===== src/rtl/input_conditioner_pkg.sv =====
// Shared sizing constants and debounce state type for the input conditioner.
package input_conditioner_pkg;

    localparam int unsigned SW_SZ_DEF         = 4;
    localparam int unsigned BTN_SZ_DEF        = 4;
    localparam int unsigned DEB_CYCLES_DEF    = 1000000;
    localparam int unsigned HOLD_CYCLES_DEF   = 50000000;
    localparam int unsigned REPEAT_CYCLES_DEF = 20000000;

    typedef enum logic [1:0] {
        S_LO      = 2'd0,
        S_WAIT_HI = 2'd1,
        S_HI      = 2'd2,
        S_WAIT_LO = 2'd3
    } deb_state_t;

    function automatic int unsigned max_u(input int unsigned a, input int unsigned b);
        return (a > b) ? a : b;
    endfunction

endpackage


===== src/rtl/input_conditioner_debounce_bit.sv =====
// One input bit: 2-flop synchroniser, debounce FSM, level and rise pulse.
// INPUT_COND_REPEAT_EN adds hold/auto-repeat pulses while the level stays high.
module debounce_bit
    import input_conditioner_pkg::*;
#(
    parameter int unsigned DEB_CYCLES    = DEB_CYCLES_DEF
`ifdef INPUT_COND_REPEAT_EN
   ,parameter int unsigned HOLD_CYCLES   = HOLD_CYCLES_DEF,
    parameter int unsigned REPEAT_CYCLES = REPEAT_CYCLES_DEF
`endif
) (
    input  logic i_clk,
    input  logic i_rst_n,
    input  logic i_raw,
    output logic o_lvl,
    output logic o_press
);

    localparam int unsigned CW = $clog2(DEB_CYCLES + 1);
    localparam logic [CW-1:0] LP_CNT_LAST = CW'(DEB_CYCLES - 1);

    logic          r_sync1;
    logic          r_sync2;
    deb_state_t    r_state;
    logic [CW-1:0] r_cnt;
    logic          r_lvl;
    logic          r_press;
    logic          w_s;
    logic          w_accept_hi;
    logic          w_rep_fire;

    assign w_s         = r_sync2;
    assign w_accept_hi = (r_state == S_WAIT_HI) && w_s && (r_cnt == LP_CNT_LAST);

    always_ff @(posedge i_clk or negedge i_rst_n) begin
        if (!i_rst_n) begin
            r_sync1 <= 1'b0;
            r_sync2 <= 1'b0;
        end else begin
            r_sync1 <= i_raw;
            r_sync2 <= r_sync1;
        end
    end

    // Level is registered alongside the state so it never glitches between states.
    always_ff @(posedge i_clk or negedge i_rst_n) begin
        if (!i_rst_n) begin
            r_state <= S_LO;
            r_cnt   <= '0;
            r_lvl   <= 1'b0;
            r_press <= 1'b0;
        end else begin
            r_press <= w_accept_hi | w_rep_fire;
            case (r_state)
                S_LO: begin
                    if (w_s) begin
                        r_state <= S_WAIT_HI;
                        r_cnt   <= CW'(1);
                    end
                end
                S_WAIT_HI: begin
                    if (!w_s) begin
                        r_state <= S_LO;
                        r_cnt   <= '0;
                    end else if (r_cnt == LP_CNT_LAST) begin
                        r_state <= S_HI;
                        r_cnt   <= '0;
                        r_lvl   <= 1'b1;
                    end else begin
                        r_cnt <= r_cnt + CW'(1);
                    end
                end
                S_HI: begin
                    if (!w_s) begin
                        r_state <= S_WAIT_LO;
                        r_cnt   <= CW'(1);
                    end
                end
                S_WAIT_LO: begin
                    if (w_s) begin
                        r_state <= S_HI;
                        r_cnt   <= '0;
                    end else if (r_cnt == LP_CNT_LAST) begin
                        r_state <= S_LO;
                        r_cnt   <= '0;
                        r_lvl   <= 1'b0;
                    end else begin
                        r_cnt <= r_cnt + CW'(1);
                    end
                end
                default: begin
                    r_state <= S_LO;
                    r_cnt   <= '0;
                    r_lvl   <= 1'b0;
                end
            endcase
        end
    end

`ifdef INPUT_COND_REPEAT_EN
    localparam int unsigned HW = $clog2(max_u(HOLD_CYCLES, REPEAT_CYCLES) + 1);

    logic [HW-1:0] r_hold;
    logic          r_rep;
    logic          w_in_hi;
    logic [HW-1:0] w_hold_last;

    assign w_in_hi     = (r_state == S_HI) && w_s;
    assign w_hold_last = r_rep ? HW'(REPEAT_CYCLES - 1) : HW'(HOLD_CYCLES - 1);
    assign w_rep_fire  = w_in_hi && (r_hold == w_hold_last);

    // First period is HOLD_CYCLES, every later one REPEAT_CYCLES; any exit from S_HI restarts.
    always_ff @(posedge i_clk or negedge i_rst_n) begin
        if (!i_rst_n) begin
            r_hold <= '0;
            r_rep  <= 1'b0;
        end else if (!w_in_hi) begin
            r_hold <= '0;
            r_rep  <= 1'b0;
        end else if (w_rep_fire) begin
            r_hold <= '0;
            r_rep  <= 1'b1;
        end else begin
            r_hold <= r_hold + HW'(1);
        end
    end
`else
    assign w_rep_fire = 1'b0;
`endif

    assign o_lvl   = r_lvl;
    assign o_press = r_press;

endmodule


===== src/rtl/input_conditioner.sv =====
// Synchronises and debounces board switches and buttons; one debounce_bit per pin.
// INPUT_COND_REPEAT_EN enables held-button auto-repeat pulses.
module input_conditioner
    import input_conditioner_pkg::*;
#(
    parameter int unsigned SW_SZ         = SW_SZ_DEF,
    parameter int unsigned BTN_SZ        = BTN_SZ_DEF,
    parameter int unsigned DEB_CYCLES    = DEB_CYCLES_DEF,
    parameter int unsigned HOLD_CYCLES   = HOLD_CYCLES_DEF,
    parameter int unsigned REPEAT_CYCLES = REPEAT_CYCLES_DEF
) (
    input  logic              clk_i,
    input  logic              rst_i,
    input  logic [SW_SZ-1:0]  sw_i,
    input  logic [BTN_SZ-1:0] btn_i,
    output logic [SW_SZ-1:0]  sw_o,
    output logic [BTN_SZ-1:0] btn_lvl_o,
    output logic [BTN_SZ-1:0] btn_press_o
);

    // Switches share the button datapath; their pulses are deliberately discarded.
    logic [SW_SZ-1:0] w_sw_press_unused;

`ifndef INPUT_COND_REPEAT_EN
    localparam int unsigned LP_REPEAT_CFG_UNUSED = HOLD_CYCLES + REPEAT_CYCLES;
`endif

    for (genvar gi = 0; gi < SW_SZ; gi++) begin : g_sw
        debounce_bit #(
            .DEB_CYCLES   (DEB_CYCLES)
        ) u_sw (
            .i_clk   (clk_i),
            .i_rst_n (rst_i),
            .i_raw   (sw_i[gi]),
            .o_lvl   (sw_o[gi]),
            .o_press (w_sw_press_unused[gi])
        );
    end

    for (genvar gi = 0; gi < BTN_SZ; gi++) begin : g_btn
        debounce_bit #(
            .DEB_CYCLES   (DEB_CYCLES)
`ifdef INPUT_COND_REPEAT_EN
           ,.HOLD_CYCLES  (HOLD_CYCLES),
            .REPEAT_CYCLES(REPEAT_CYCLES)
`endif
        ) u_btn (
            .i_clk   (clk_i),
            .i_rst_n (rst_i),
            .i_raw   (btn_i[gi]),
            .o_lvl   (btn_lvl_o[gi]),
            .o_press (btn_press_o[gi])
        );
    end

endmodule


===== config.mk =====
export PLATFORM = sky130hd
export DESIGN_NAME = input_conditioner
export DESIGN_NICKNAME = d
export VERILOG_FILES = /design/src/rtl/input_conditioner_pkg.sv /design/src/rtl/input_conditioner_debounce_bit.sv /design/src/rtl/input_conditioner.sv
export SDC_FILE = /design/constraint.sdc
export NUM_CORES = 1
export LEC_CHECK = 0
export CORE_ASPECT_RATIO = 0.8
export CORE_MARGIN = 2
export CORE_UTILIZATION = 40
export CTS_BUF_LIST = sky130_fd_sc_hd__clkbuf_4
export CTS_CLUSTER_SIZE = 20
export DETAILED_ROUTE_END_ITERATION = 10
export GPL_ROUTABILITY_DRIVEN = 1
export PLACE_DENSITY_LB_ADDON = 0.08
export RECOVER_POWER = 100
export SYNTH_ARGS = -nofsm -noshare
export SYNTH_HDL_FRONTEND = slang
export SYNTH_HIERARCHICAL = 1
export SYNTH_SLANG_ARGS = --single-unit

===== constraint.sdc =====
create_clock -name clk_i -period 4.76 [get_ports clk_i]
set_input_delay 0.476 -clock clk_i [delete_from_list [all_inputs] [get_ports clk_i]]
set_output_delay 0.476 -clock clk_i [all_outputs]
set_load 0.05 [all_outputs]

==> flow_summary.toml <==
[floorplanning]
ios = 22
num_rows = 53
core_area_um2 = 26500
initial_core_util = 0.410
die-width_um = 188
dieArea_um2 = 28500
die_h_um = 151

[clocking]
clk_pin_slew_ns = 0.07
postCtsSetupBuffers = 0
root_buffer = "clkbuf_4"
cts_resized = 0
tritoncts = "built"
cts_sinks = 204
cts_buffers = 55
clk_latency_ns = 0.70
cts-htree-levels = 2
cts_max_path_buffers = 3

[synthesis]
syn_area_per_cell_um2 = 9.77
yosysWarningCount = 6
syn_nets = 1130
syn_area_um2 = 10900
netlist_instances = 1112

[place]
dp.cells = 1460
hpwl_mm = 14.3
port_buffers = 21
gp_congestion = 0.772

[global_route]
grt_pass1_vias = 7754
antenna_found_initial = 1
grt_pass1_wl_mm = 39.3
grt_max_degree = 105
grt-ovfl-total = 0
grt_util_all_layers = 0.165

[detailed_routing]
dr.first_iter.drc_count = 553
routed_wl_mm = 23.0
routedWlPerCell_um = 14.8
firstDrtPassIters = 5
drtAntennaViolNets = 0
vias = 8444
viasPerCell = 5.43
drc_errors = 0

[critical_path]
cp-end-kind = "flop"
startpoint = "g_btn[1].u_btn/r_cnt[0]$_DFFE_PN0P_"
critPathSlowestCell = "a21oi_1"
cp-start-kind = "flop"
cp_max_fo = 31
cp_data_arrival_time_ns = 3.87
r2r-start = "g_btn[1].u_btn/r_cnt[0]$_DFFE_PN0P_"
cp_data_required_time_ns = 5.35
slowest_delay_ns = 1.58
worstSetupPathType = "reg -> reg"
cp_cell_sequence = "ha_1 > and4_1 > and4_1 > a21oi_1 > o21ai_0 > a31oi_1"
crit_top_cell = "and4_1"

[layout]
final_common_cell = "dfrtp_1"
drive_above_1_share = 0.106
nets = 1179
final_cell_mix = "dfrtp_1 (204), nand2_1 (102), a31oi_1 (94), a21oi_1 (85), clkbuf_4 (84)"
post-route-util = 0.446
instances_no_fill = 1556
area_delta_synth_final_pct = 8.90
n_fill_cell = 2573

[sta]
tns_ns = 0
fin_crit_sh = 0.689
period_minus_slack_ns = 3.28
maxSlewViolCount = 264
worst_slew_margin_rel = -0.779
rsz0062_at_grt = "false"
fmax_mhz = 305
worstMarginPinSlew_ns = 2.67
setup_viol_count_final = 0
hold_viol = 0
skew_ns = 0.0361

[status]
status = "finished, violations left"
violations = "capacitance limit, slew limit"

[min_path]
hp-class = "in -> reg"
hp-start = "btn_i[0]"

[flow_run]
max_cap_violations = 6

[power_and_ir_drop]
power_mw = 3.65
peakVddDrop_v = 0.000166
powerDensity_nw_per_um2 = 308
leakage_nw = 5.06
flip-flops by register name (all words and copies together) (netlist names), named ones only:
signal               cells
g_btn.u_btn/r_cnt       80
g_sw.u_sw/r_cnt         80
g_btn.u_btn/o_lvl        4
g_btn.u_btn/o_press      4
g_btn.u_btn/r_state      4
g_btn.u_btn/r_sync1      4
g_btn.u_btn/r_sync2      4
g_sw.u_sw/o_lvl          4
g_sw.u_sw/r_state        4
g_sw.u_sw/r_sync1        4
g_sw.u_sw/r_sync2        4
cell type report:
cell class	count	area, um2	area share
inverters	29	109	0.00920
flip-flops and latches	204	5100	0.431
clock inverters	9	35.0	0.00296
multi-input cells	846	5260	0.445
well taps	357	447	0.0377
diodes	2	5.00	0.000423
repair buffers	25	243	0.0205
clock buffers	84	631	0.0533
report_power, final:
| group | switching [mW] | internal, mW |
|---|---|---|
| Clock | 0.734 | 0.792 |
| Sequential | 0.0815 | 1.80 |
| Combinational | 0.155 | 0.0879 |
| Total | 0.970 | 2.68 |
routing by layer:
layer | track usage | part of all wire | up-vias
met3 | 0.0396 | 0.043 | 26
li1 | - | - | 4315
met1 | 0.254 | 0.54 | 3978
met2 | 0.225 | 0.40 | 125
met5 | 0 | 0 | -
met4 | 0.0543 | 0.014 | 0
through the flow:
stage / setup WS, ns / cell area [um2] / hold WS [ns]
2_1_floorplan: 3.04 / 10900 / 0.180
3_3_place_gp: 2.26 / 11300 / 0.331
3_5_place_dp: 2.18 / 11300 / 0.335
4_1_cts: 2.17 / 11900 / 0.129
5_1_grt: 1.11 / 11800 / 0.263
6_report: 1.48 / 11800 / 0.331
what timing repair did:
action | CTS | global route
endpoints found under the hold margin | 103 | 0
hold buffers | 1 | 0
setup endpoints to repair | 0 | 0
worst max-delay path: cells and delay by family (launching register included):
family | cells | cell delay, ns
AOI/OAI and AO/OA | 3 | 2.10
adders and majority gates | 1 | 0.26
DFF | 1 | 0.42
and+or+nand+nor | 2 | 0.40
worst paths after layout:
path                                                       end  slack, ns  cells after the start
max                        g_btn[1].u_btn/r_cnt[8]$_DFFE_PN0P_       1.48                      6
max in group asynchronous  g_btn[1].u_btn/r_cnt[7]$_DFFE_PN0P_       2.02                      2
min                           g_btn[0].u_btn/r_sync1$_DFF_PN0_       0.33                      1
max reg2reg                g_btn[1].u_btn/r_cnt[8]$_DFFE_PN0P_       1.48                      6
min reg2reg                   g_btn[3].u_btn/r_sync2$_DFF_PN0_       0.34                      0
min in group asynchronous    g_sw[0].u_sw/r_cnt[6]$_DFFE_PN0P_       1.15                      2
Note: power is estimated with default switching activity, not from simulation.
